===== src/rtl/jtframe_cen_recover_pkg.sv =====
// rtl/jtframe_cen_recover_pkg.sv - state encoding and default sizing for the cen recovery block
// Shared by the interface, the gap timer and the top (optional JTFRAME_CENREC_STATS_EN lives there).
package jtframe_cenrec_pkg;

  typedef enum logic [1:0] {
    ST_IDLE    = 2'd0,
    ST_STALL   = 2'd1,
    ST_RECOVER = 2'd2
  } cenrec_st_t;

  localparam int CNTW_DEF   = 3;
  localparam int MINGAP_DEF = 2;

endpackage


===== src/rtl/jtframe_cen_recover_if.sv =====
// rtl/jtframe_cen_recover_if.sv - cen gating/recovery signal bundle
// lost_cnt exists only when JTFRAME_CENREC_STATS_EN is defined.
interface jtframe_cen_recover_if
  import jtframe_cenrec_pkg::*;
#(
  parameter int CNTW = CNTW_DEF
);

  logic            cen_in;
  logic            stall;
  logic            rec_en;
  logic            cen_out;
  logic [CNTW-1:0] pending;
  logic            busy;
  logic            overflow;

`ifdef JTFRAME_CENREC_STATS_EN
  logic [15:0]     lost_cnt;

  modport master (
    output cen_in, stall, rec_en,
    input  cen_out, pending, busy, overflow, lost_cnt
  );

  modport slave (
    input  cen_in, stall, rec_en,
    output cen_out, pending, busy, overflow, lost_cnt
  );
`else
  modport master (
    output cen_in, stall, rec_en,
    input  cen_out, pending, busy, overflow
  );

  modport slave (
    input  cen_in, stall, rec_en,
    output cen_out, pending, busy, overflow
  );
`endif

endinterface


===== src/rtl/jtframe_cenrec_gap.sv =====
// rtl/jtframe_cenrec_gap.sv - saturating timer enforcing spacing between cen_out pulses
// fire is the value cen_out takes at the next edge; ok gates the next replay decision.
module jtframe_cenrec_gap
  import jtframe_cenrec_pkg::*;
#(
  parameter int MINGAP = MINGAP_DEF
) (
  input  logic clk,
  input  logic rst_n,
  input  logic fire,
  output logic ok
);

  localparam int             GW   = $clog2(MINGAP + 1);
  localparam logic [GW-1:0]  GMAX = GW'(MINGAP);
  localparam logic [GW-1:0]  GREQ = GW'(MINGAP - 1);

  logic [GW-1:0] gap;

  always_ff @(posedge clk or negedge rst_n) begin
    if (!rst_n) begin
      gap <= GMAX;
    end else if (fire) begin
      gap <= '0;
    end else if (gap != GMAX) begin
      gap <= gap + 1'b1;
    end
  end

  // gap is 0 during the cycle a pulse is visible, and the decision lands one
  // clk later, so MINGAP-1 elapsed cycles already yields MINGAP clk spacing.
  assign ok = (gap >= GREQ);

endmodule


===== src/rtl/jtframe_cen_recover.sv =====
// rtl/jtframe_cen_recover.sv - suppresses cen while the CPU bus stalls and replays missed pulses
// Define JTFRAME_CENREC_STATS_EN to add the lost_cnt statistics counter.
module jtframe_cen_recover
  import jtframe_cenrec_pkg::*;
#(
  parameter int CNTW   = CNTW_DEF,
  parameter int MINGAP = MINGAP_DEF
) (
  input  logic                 clk,
  input  logic                 rst_n,
  jtframe_cen_recover_if.slave bus
);

  localparam logic [CNTW-1:0] PMAX = '1;
  localparam logic [CNTW-1:0] PONE = CNTW'(1);

  cenrec_st_t st;
  logic       gap_ok;
  logic       cnt_ev;
  logic       pend_nz;
  logic       pend_max;
  logic       rec_pulse;
  logic       fire;

  assign pend_nz   = (bus.pending != '0);
  assign pend_max  = (bus.pending == PMAX);
  assign cnt_ev    = bus.cen_in & bus.stall;
  assign rec_pulse = (st == ST_RECOVER) & bus.rec_en & ~bus.stall & ~bus.cen_in
                   & gap_ok & pend_nz;
  // A live pulse always wins over a replayed one; nothing fires while stalled.
  assign fire      = (bus.cen_in & ~bus.stall) | rec_pulse;

  jtframe_cenrec_gap #(
    .MINGAP (MINGAP)
  ) u_gap (
    .clk   (clk),
    .rst_n (rst_n),
    .fire  (fire),
    .ok    (gap_ok)
  );

  always_ff @(posedge clk or negedge rst_n) begin
    if (!rst_n) begin
      st           <= ST_IDLE;
      bus.cen_out  <= 1'b0;
      bus.pending  <= '0;
      bus.busy     <= 1'b0;
      bus.overflow <= 1'b0;
    end else begin
      bus.cen_out <= fire;

      if (cnt_ev && pend_max) begin
        bus.overflow <= 1'b1;
      end

      if (!bus.rec_en) begin
        bus.pending <= '0;
      end else if (cnt_ev && !pend_max) begin
        bus.pending <= bus.pending + 1'b1;
      end else if (rec_pulse) begin
        bus.pending <= bus.pending - 1'b1;
      end

      case (st)
        ST_IDLE: begin
          if (bus.stall) begin
            st       <= ST_STALL;
            bus.busy <= 1'b1;
          end
        end
        ST_STALL: begin
          if (!bus.stall) begin
            if (pend_nz && bus.rec_en) begin
              st <= ST_RECOVER;
            end else begin
              st       <= ST_IDLE;
              bus.busy <= 1'b0;
            end
          end
        end
        ST_RECOVER: begin
          if (bus.stall) begin
            st <= ST_STALL;
          end else if (!bus.rec_en || !pend_nz || (rec_pulse && bus.pending == PONE)) begin
            st       <= ST_IDLE;
            bus.busy <= 1'b0;
          end
        end
        default: begin
          st       <= ST_IDLE;
          bus.busy <= 1'b0;
        end
      endcase
    end
  end

`ifdef JTFRAME_CENREC_STATS_EN
  always_ff @(posedge clk or negedge rst_n) begin
    if (!rst_n) begin
      bus.lost_cnt <= '0;
    end else if (cnt_ev && (pend_max || !bus.rec_en) && bus.lost_cnt != 16'hFFFF) begin
      bus.lost_cnt <= bus.lost_cnt + 16'd1;
    end
  end
`endif

endmodule


===== src/flat_wrapper.sv =====
// flat-port wrapper written by rule: the top's interface ports become plain ports
module jtframe_cen_recover_flat import jtframe_cenrec_pkg::*;
#(
  parameter int CNTW   = CNTW_DEF,
  parameter int MINGAP = MINGAP_DEF
)
  (clk, rst_n, bus_cen_in, bus_stall, bus_rec_en, bus_cen_out, bus_pending, bus_busy, bus_overflow);
  jtframe_cen_recover_if #(.CNTW(CNTW)) bus_i ();
  input  logic clk;
  input  logic rst_n;
  input wire logic [$bits(bus_i.cen_in)-1:0] bus_cen_in;
  input wire logic [$bits(bus_i.stall)-1:0] bus_stall;
  input wire logic [$bits(bus_i.rec_en)-1:0] bus_rec_en;
  output wire logic [$bits(bus_i.cen_out)-1:0] bus_cen_out;
  output wire logic [$bits(bus_i.pending)-1:0] bus_pending;
  output wire logic [$bits(bus_i.busy)-1:0] bus_busy;
  output wire logic [$bits(bus_i.overflow)-1:0] bus_overflow;
  assign bus_i.cen_in = bus_cen_in;
  assign bus_i.stall = bus_stall;
  assign bus_i.rec_en = bus_rec_en;
  assign bus_cen_out = bus_i.cen_out;
  assign bus_pending = bus_i.pending;
  assign bus_busy = bus_i.busy;
  assign bus_overflow = bus_i.overflow;
  jtframe_cen_recover #(.CNTW(CNTW), .MINGAP(MINGAP)) u_core (.clk(clk), .rst_n(rst_n), .bus(bus_i));
endmodule

===== config.mk =====
export PLATFORM = sky130hd
export DESIGN_NAME = jtframe_cen_recover_flat
export DESIGN_NICKNAME = d
export VERILOG_FILES = /design/src/rtl/jtframe_cen_recover_pkg.sv /design/src/rtl/jtframe_cen_recover_if.sv /design/src/rtl/jtframe_cenrec_gap.sv /design/src/rtl/jtframe_cen_recover.sv /design/src/flat_wrapper.sv
export SDC_FILE = /design/constraint.sdc
export NUM_CORES = 1
export LEC_CHECK = 0
export ABC_CLOCK_PERIOD_IN_PS = 3900
export CORE_MARGIN = 2
export CORE_UTILIZATION = 45
export CTS_BUF_LIST = sky130_fd_sc_hd__clkbuf_8
export CTS_CLUSTER_SIZE = 30
export DETAILED_ROUTE_END_ITERATION = 12
export DONT_BUFFER_PORTS = 1
export MAX_ROUTING_LAYER = met4
export REMOVE_ABC_BUFFERS = 1
export SYNTH_ARGS = -nofsm -noshare
export SYNTH_HDL_FRONTEND = slang
export SYNTH_SLANG_ARGS = --single-unit

===== constraint.sdc =====
create_clock -name clk -period 3.9 [get_ports clk]
set_input_delay 0.39 -clock clk [delete_from_list [all_inputs] [get_ports clk]]
set_output_delay 0.39 -clock clk [all_outputs]
set_load 0.01 [all_outputs]

==> reports/results.ini, run 1 <==
[outcome]
run_status=finished clean

[power_and_ir_drop]
power_uw=340
ir_worst_vdd_uv=380
power_leakage_uw=0.000328
power_density_nw_per_um2=494

[placed_design]
gp_congestion=0.646
io_buffer_count=0
placedCellCount=73
place_area_um2=623
place_hpwl_um=819

[critical_path]
rr_worst_depth=6
crit_path_start_kind=register
end_kind=register
timing.rr.end=u_core.bus.pending[1]
worstSetupStartpoint=u_core.u_gap.gap[1]
arrival_ns=1.86
critPathKind=register to register
r2r_slack_ns=2.15
r2r-start=u_core.u_gap.gap[1]
required_ns=4.02
worst-path-max-fanout=5

[floorplan]
io_pins=11
core_um2=1280
die_h_um=40.6
initial_core_util=0.470
die_width_um=40.6
die_area_um2=1650
num_rows=13

[clocking]
tritoncts=built
clkSinkCount=10
h-tree-depth=1
cts.clk_slew.worst_paths_ns=0.05
root_buffer=clkbuf_8
cts_buffers=3
clockBufferDepth=2
clock_latency_ns=0.23
cts_setup_buffers=0

[min_path]
whs_endpoint=u_core.st[1]
hold_path.class=primary input to register
hold_path_depth=1
hold_start=bus_stall

[finish]
layout.nets=76
area_growth_pct=13.9
fill_cells=130
drive_above_1_share=0.159
fin_util=0.536
fin_area_um2=688
final_cells=78
num_antenna_cells=0

[grt]
grt_max_degree=11
grt_pass1_wl_um=1790
grt.total_usage=0.182
gr-total-overflow=0
antenna_found_initial=0
grt_pass1_vias=422

[drt]
vias=411
dr.pass1.iters=2
drt-wirelength-per-cell_um=14.0
drtIter0Drc=1
drt_wl_total_um=1090
route.detailed.drc=0
ant_nets=0
via_per_inst=5.27

[job]
maxCapViolations=0

[logic_synthesis]
synthCells=58
ys_seq_area_frac=0.416
yosys-top-cells-count=9 x dfrtp_1, 7 x ha_1, 7 x inv_1
synth_edf_count=0
synth_top_area_share=0.373
yosys.area.top_type=dfrtp_1
synth_ff_type=dfrtp_1
yosysWarningCount=0
syn_avg_cell_area_um2=10.4
ys_seq_elements=10
yosys.cell_count.top_type=dfrtp_1
synth_area_um2=604
synth.distinct_cells=28
yosys-top-cells-area=dfrtp_1 37%, ha_1 14%, dfstp_2 4.3%
async_reset_ff_frac=1.00

[timing]
finalCritPeriodShare=0.448
min_period_ns=1.75
hold_violations=0
finalSetupTns_ns=0
max_freq_mhz=573
tightestPinTransition_ns=0.443
setup_viol=0
rsz0062_at_grt=no
fin_skew_ns=0.00288
drv_slew=0
relSlewSlack=0.703

## per-layer routing
layer / track usage / wire length [µm] / vias to the layer above / part of all wire
li1: - / - / 210 / -
met4: 0.0500 / 5 / 0 / 0.0046
met3: 0.0978 / 64 / 2 / 0.059
met2: 0.278 / 523 / 7 / 0.48
met5: - / 0 / - / 0
met1: 0.207 / 499 / 192 / 0.46
## final cells by class
class | instances | area, µm² | area share
Tap cell | 15 | 18.8 | 0.0273
Sequential cell | 10 | 251 | 0.365
Clock buffer | 4 | 55.1 | 0.0800
Inverter | 7 | 26.3 | 0.0382
Multi-Input combinational cell | 41 | 327 | 0.475
Timing Repair Buffer | 1 | 10.0 | 0.0145
## worst max-delay path by stage
stage | cells after the start | slack (ns) | to
floorplan | 6 | 2.27 | u_core.bus.pending[1]
detailed placement | 6 | 2.16 | u_core.bus.pending[1]
CTS | 6 | 2.14 | u_core.bus.pending[1]
finish | 6 | 2.15 | u_core.bus.pending[1]
global route | 6 | 2.07 | u_core.bus.pending[1]
global placement | 6 | 2.20 | u_core.bus.pending[1]
## per-stage QoR
step                      hold slack (ns)  setup WS [ns]
final                               0.225           2.15
after floorplan                    0.0944           2.27
after CTS                           0.222           2.14
after global placement             0.0946           2.20
after global routing                0.215           2.07
after detailed placement           0.0946           2.16
## cells by family (layout without fill, tap and decap cells)
kind of cell,count (synthesis),count (layout),share of synthesized area
compound gates,12,12,0.143
flops,10,10,0.416
fa+ha+maj,7,7,0.145
mux,1,1,0.0166
simple gates,19,19,0.207
xor+xnor,2,2,0.0290
buf+inv,7,12,0.0435
## registers in the layout (all words and copies together), names as in the netlist
| signal | count |
|---|---|
| u_core.bus.pending | 3 |
| u_core.st | 2 |
| u_core.u_gap.gap | 2 |
| u_core.bus.busy | 1 |
| u_core.bus.cen_out | 1 |
| u_core.bus.overflow | 1 |
## placed cells by master (no fill, tap or decap), types with 2 or more instances in the layout
cell,count
o21a_1,2
nor2_1,5
o21ai_0,2
dfrtp_1,9
clkbuf_8,4
inv_1,7
a21oi_1,2
ha_1,7
nand2_1,2
nand2b_1,2
xor2_1,2
## what timing repair did
item                       4_1_cts  5_1_grt
setup endpoints to repair        0        0
hold buffers                     1        0
resized for setup                0        0
hold endpoints to repair        10        0
## where the power goes
part,total (µW),switching (µW),internal [µW]
sequential,138,14.8,123
combinational,74.1,39.7,34.5
clock,127,38.9,88.6
total,340,93.4,246
## critical path: stages (launching register included)
cell     delay (ns)
dfstp_2        0.54
inv_1          0.04
ha_1           0.21
nor4b_4        0.26
nand3_2        0.15
and3_1         0.19
o31a_1         0.24
(Power assumes the default switching activity.)
==> run 2, diff against run 1 <==
--- a/config.mk
+++ b/config.mk
@@ -5,7 +5,7 @@
 export SDC_FILE = /design/constraint.sdc
 export NUM_CORES = 1
 export LEC_CHECK = 0
-export ABC_CLOCK_PERIOD_IN_PS = 3900
+export ABC_CLOCK_PERIOD_IN_PS = 1800
 export CORE_MARGIN = 2
 export CORE_UTILIZATION = 45
 export CTS_BUF_LIST = sky130_fd_sc_hd__clkbuf_8
==> constraint.sdc (replaced) <==
create_clock -name clk -period 1.8 [get_ports clk]
set_input_delay 0.18 -clock clk [delete_from_list [all_inputs] [get_ports clk]]
set_output_delay 0.18 -clock clk [all_outputs]
set_load 0.01 [all_outputs]
==> run 2 against run 1 <==
Sequential share of layout area fell by 2.7 points. First-iteration DRC count rose to 4.0 times the previous value. Flip-flop and latch count did not move. Design area rose by 8.0%. Final cell count rose by 6.4%. Via count rose by 1.9%. Wire length did not move. Worst setup slack got worse by 2.1 ns. Combinational power rose to 3.1 times the previous value. Utilization rose by 4.3 points. Clock power rose by 120%. Critical path depth did not move. Critical path type unchanged. Critical endpoint unchanged.
==> reports/results.ini, run 2 (same netlist as run 1, synthesis figures left out) <==
[outcome]
run_status=finished clean

[timing]
finalCritPeriodShare=0.956  ; +0.508
drv_slew=0  ; unchanged
finalSetupTns_ns=0  ; unchanged
fin_skew_ns=0.00242  ; -0.000462 ns
hold_violations=0  ; unchanged
min_period_ns=1.72  ; -0.0263 ns
tightestPinTransition_ns=0.473  ; +0.0296 ns
relSlewSlack=0.684  ; -0.0198
fin_ws_ns=0.0797  ; -2.07 ns
max_freq_mhz=581  ; +1.5%
rsz0062_at_grt=no
setup_viol=0  ; unchanged

[critical_path]
cp_cell_sequence=inv_2, ha_4, nor4b_4, nand3_2, and3_4, o31a_1
cp_top_family=simple AND/OR/NAND/NOR gates
required_ns=1.92  ; -2.10 ns
arrival_ns=1.84  ; -0.02 ns
worst-path-max-fanout=5  ; unchanged
end_kind=register
max_stage_delay_ns=0.53  ; about the same
critPathKind=register to register
cp_slowest_cell=dfstp_2
crit_buf_inv=1  ; unchanged
crit_path_start_kind=register

[drt]
drt-wirelength-per-cell_um=13.2  ; -6.0%
via_per_inst=5.05  ; -4.2%
dr.pass1.iters=4  ; +2
drt_wl_total_um=1090  ; unchanged
drtIter0Drc=4  ; +3
route.detailed.drc=0  ; unchanged
ant_nets=0  ; unchanged
vias=419  ; +1.9%

[clocking]
tritoncts=built
cts.clk_slew.worst_paths_ns=0.05  ; about the same
root_buffer=clkbuf_8
clkSinkCount=10  ; unchanged
clock_latency_ns=0.24  ; about the same
cts_buffers=3  ; unchanged
h-tree-depth=1  ; unchanged
clockBufferDepth=2  ; unchanged

[finish]
layout_commonest_cell=dfrtp_1
largestRegisters=u_core.bus.pending x3, u_core.st x2, u_core.u_gap.gap x2
num_antenna_cells=0  ; unchanged
layout.nets=81  ; +6.6%
fin_area_um2=743  ; +8.0%
largest_reg_flops=3  ; unchanged
top_register=u_core.bus.pending
ff_latch_area_um2=251  ; unchanged
area_growth_pct=23.0
fill_cells=102  ; -22%
mostFrequentLayoutCells=9 x dfrtp_1, 6 x inv_1, 6 x ha_1
drive_above_1_share=0.265  ; +0.106
multi_input_area_um2=344  ; +5.4%

[grt]
grt.total_usage=0.164  ; -0.0185
grt_pass1_wl_um=1630  ; -9.3%
gr-total-overflow=0  ; unchanged
antenna_found_initial=0  ; unchanged
grt_pass1_vias=402  ; -4.7%
grt_max_degree=11  ; unchanged

[placed_design]
gp_congestion=0.686  ; +6.2%
place_ws_ns=0.0879  ; -2.07 ns
io_buffer_count=0  ; unchanged
place_area_um2=638  ; +2.4%
place_hpwl_um=780  ; -4.7%

[floorplan]
die_h_um=40.6  ; unchanged
core_um2=1280  ; unchanged
io_pins=11  ; unchanged
initial_core_util=0.470  ; unchanged
die_area_um2=1650  ; unchanged
die_width_um=40.6  ; unchanged
num_rows=13  ; unchanged

[job]
maxCapViolations=0  ; unchanged

[power_and_ir_drop]
power_density_nw_per_um2=1090  ; +120%
power_leakage_uw=0.000351  ; +7.0%
ir_worst_vdd_uv=730  ; +92%

[min_path]
hold_path.class=primary input to register

[run 2: final cells by class]
type                       count  area share
sequential                    10       0.338
timing repair buffer           6      0.0640
inverter                       7      0.0354
multi-input combinational     41       0.463
clock buffer                   4      0.0741
tap                           15      0.0253
[run 2: final timing paths]
check | startpoint | end | slack [ns] | cells past startpoint
max in group asynchronous | rst_n | u_core.u_gap.gap[1] | 1.12 | 1
max reg2reg | u_core.u_gap.gap[1] | u_core.bus.pending[1] | 0.08 | 6
min | bus_stall | u_core.st[1] | 0.008 | 1
max | u_core.u_gap.gap[1] | u_core.bus.pending[1] | 0.08 | 6
min reg2reg | u_core.u_gap.gap[0] | u_core.u_gap.gap[0] | 0.54 | 2
min in group asynchronous | rst_n | u_core.bus.cen_out | 0.33 | 1
[run 2: power by group]
part / leakage, µW / switching (µW) / internal, µW / total [µW]
Combinational: 0.000195 / 105 / 126 / 231
Sequential: 0.000127 / 27.7 / 267 / 294
Clock: 0.0000288 / 91.3 / 193 / 284
[run 2: through the flow]
| stage | total power, µW | util | hold slack [ns] | cells |
|---|---|---|---|---|
| 5_1_grt | 867 | 0.578 | 0.00811 | 83 |
| 3_3_place_gp | 452 | 0.497 | -0.115 | 75 |
| 6_report | 810 | 0.578 | 0.00848 | 83 |
| 4_1_cts | 749 | 0.547 | 0.00626 | 80 |
| 2_1_floorplan | 426 | - | -0.116 | 58 |
| 3_5_place_dp | 454 | 0.497 | -0.115 | 75 |
[run 2: worst reg2reg max path: cells and delay by family, from the launching register on]
family / cells / cell delay, ns
buf+inv: 1 / 0.04
flops: 1 / 0.53
compound gates: 1 / 0.23
simple gates: 3 / 0.65
fa+ha+maj: 1 / 0.16
[run 2: metal layers]
layer / vias up / routed length [µm] / GRT usage
li1: 225 / - / -
met1: 188 / 513 / 0.184
met2: 6 / 533 / 0.242
met3: 0 / 45 / 0.0652
met4: 0 / 0 / 0.100
met5: - / 0 / -
[run 2: timing repair]
item	CTS	global route
resized for setup	0	4
hold endpoints to repair	10	0
hold buffers	1	0
setup endpoints to repair	0	1
setup buffers	0	3
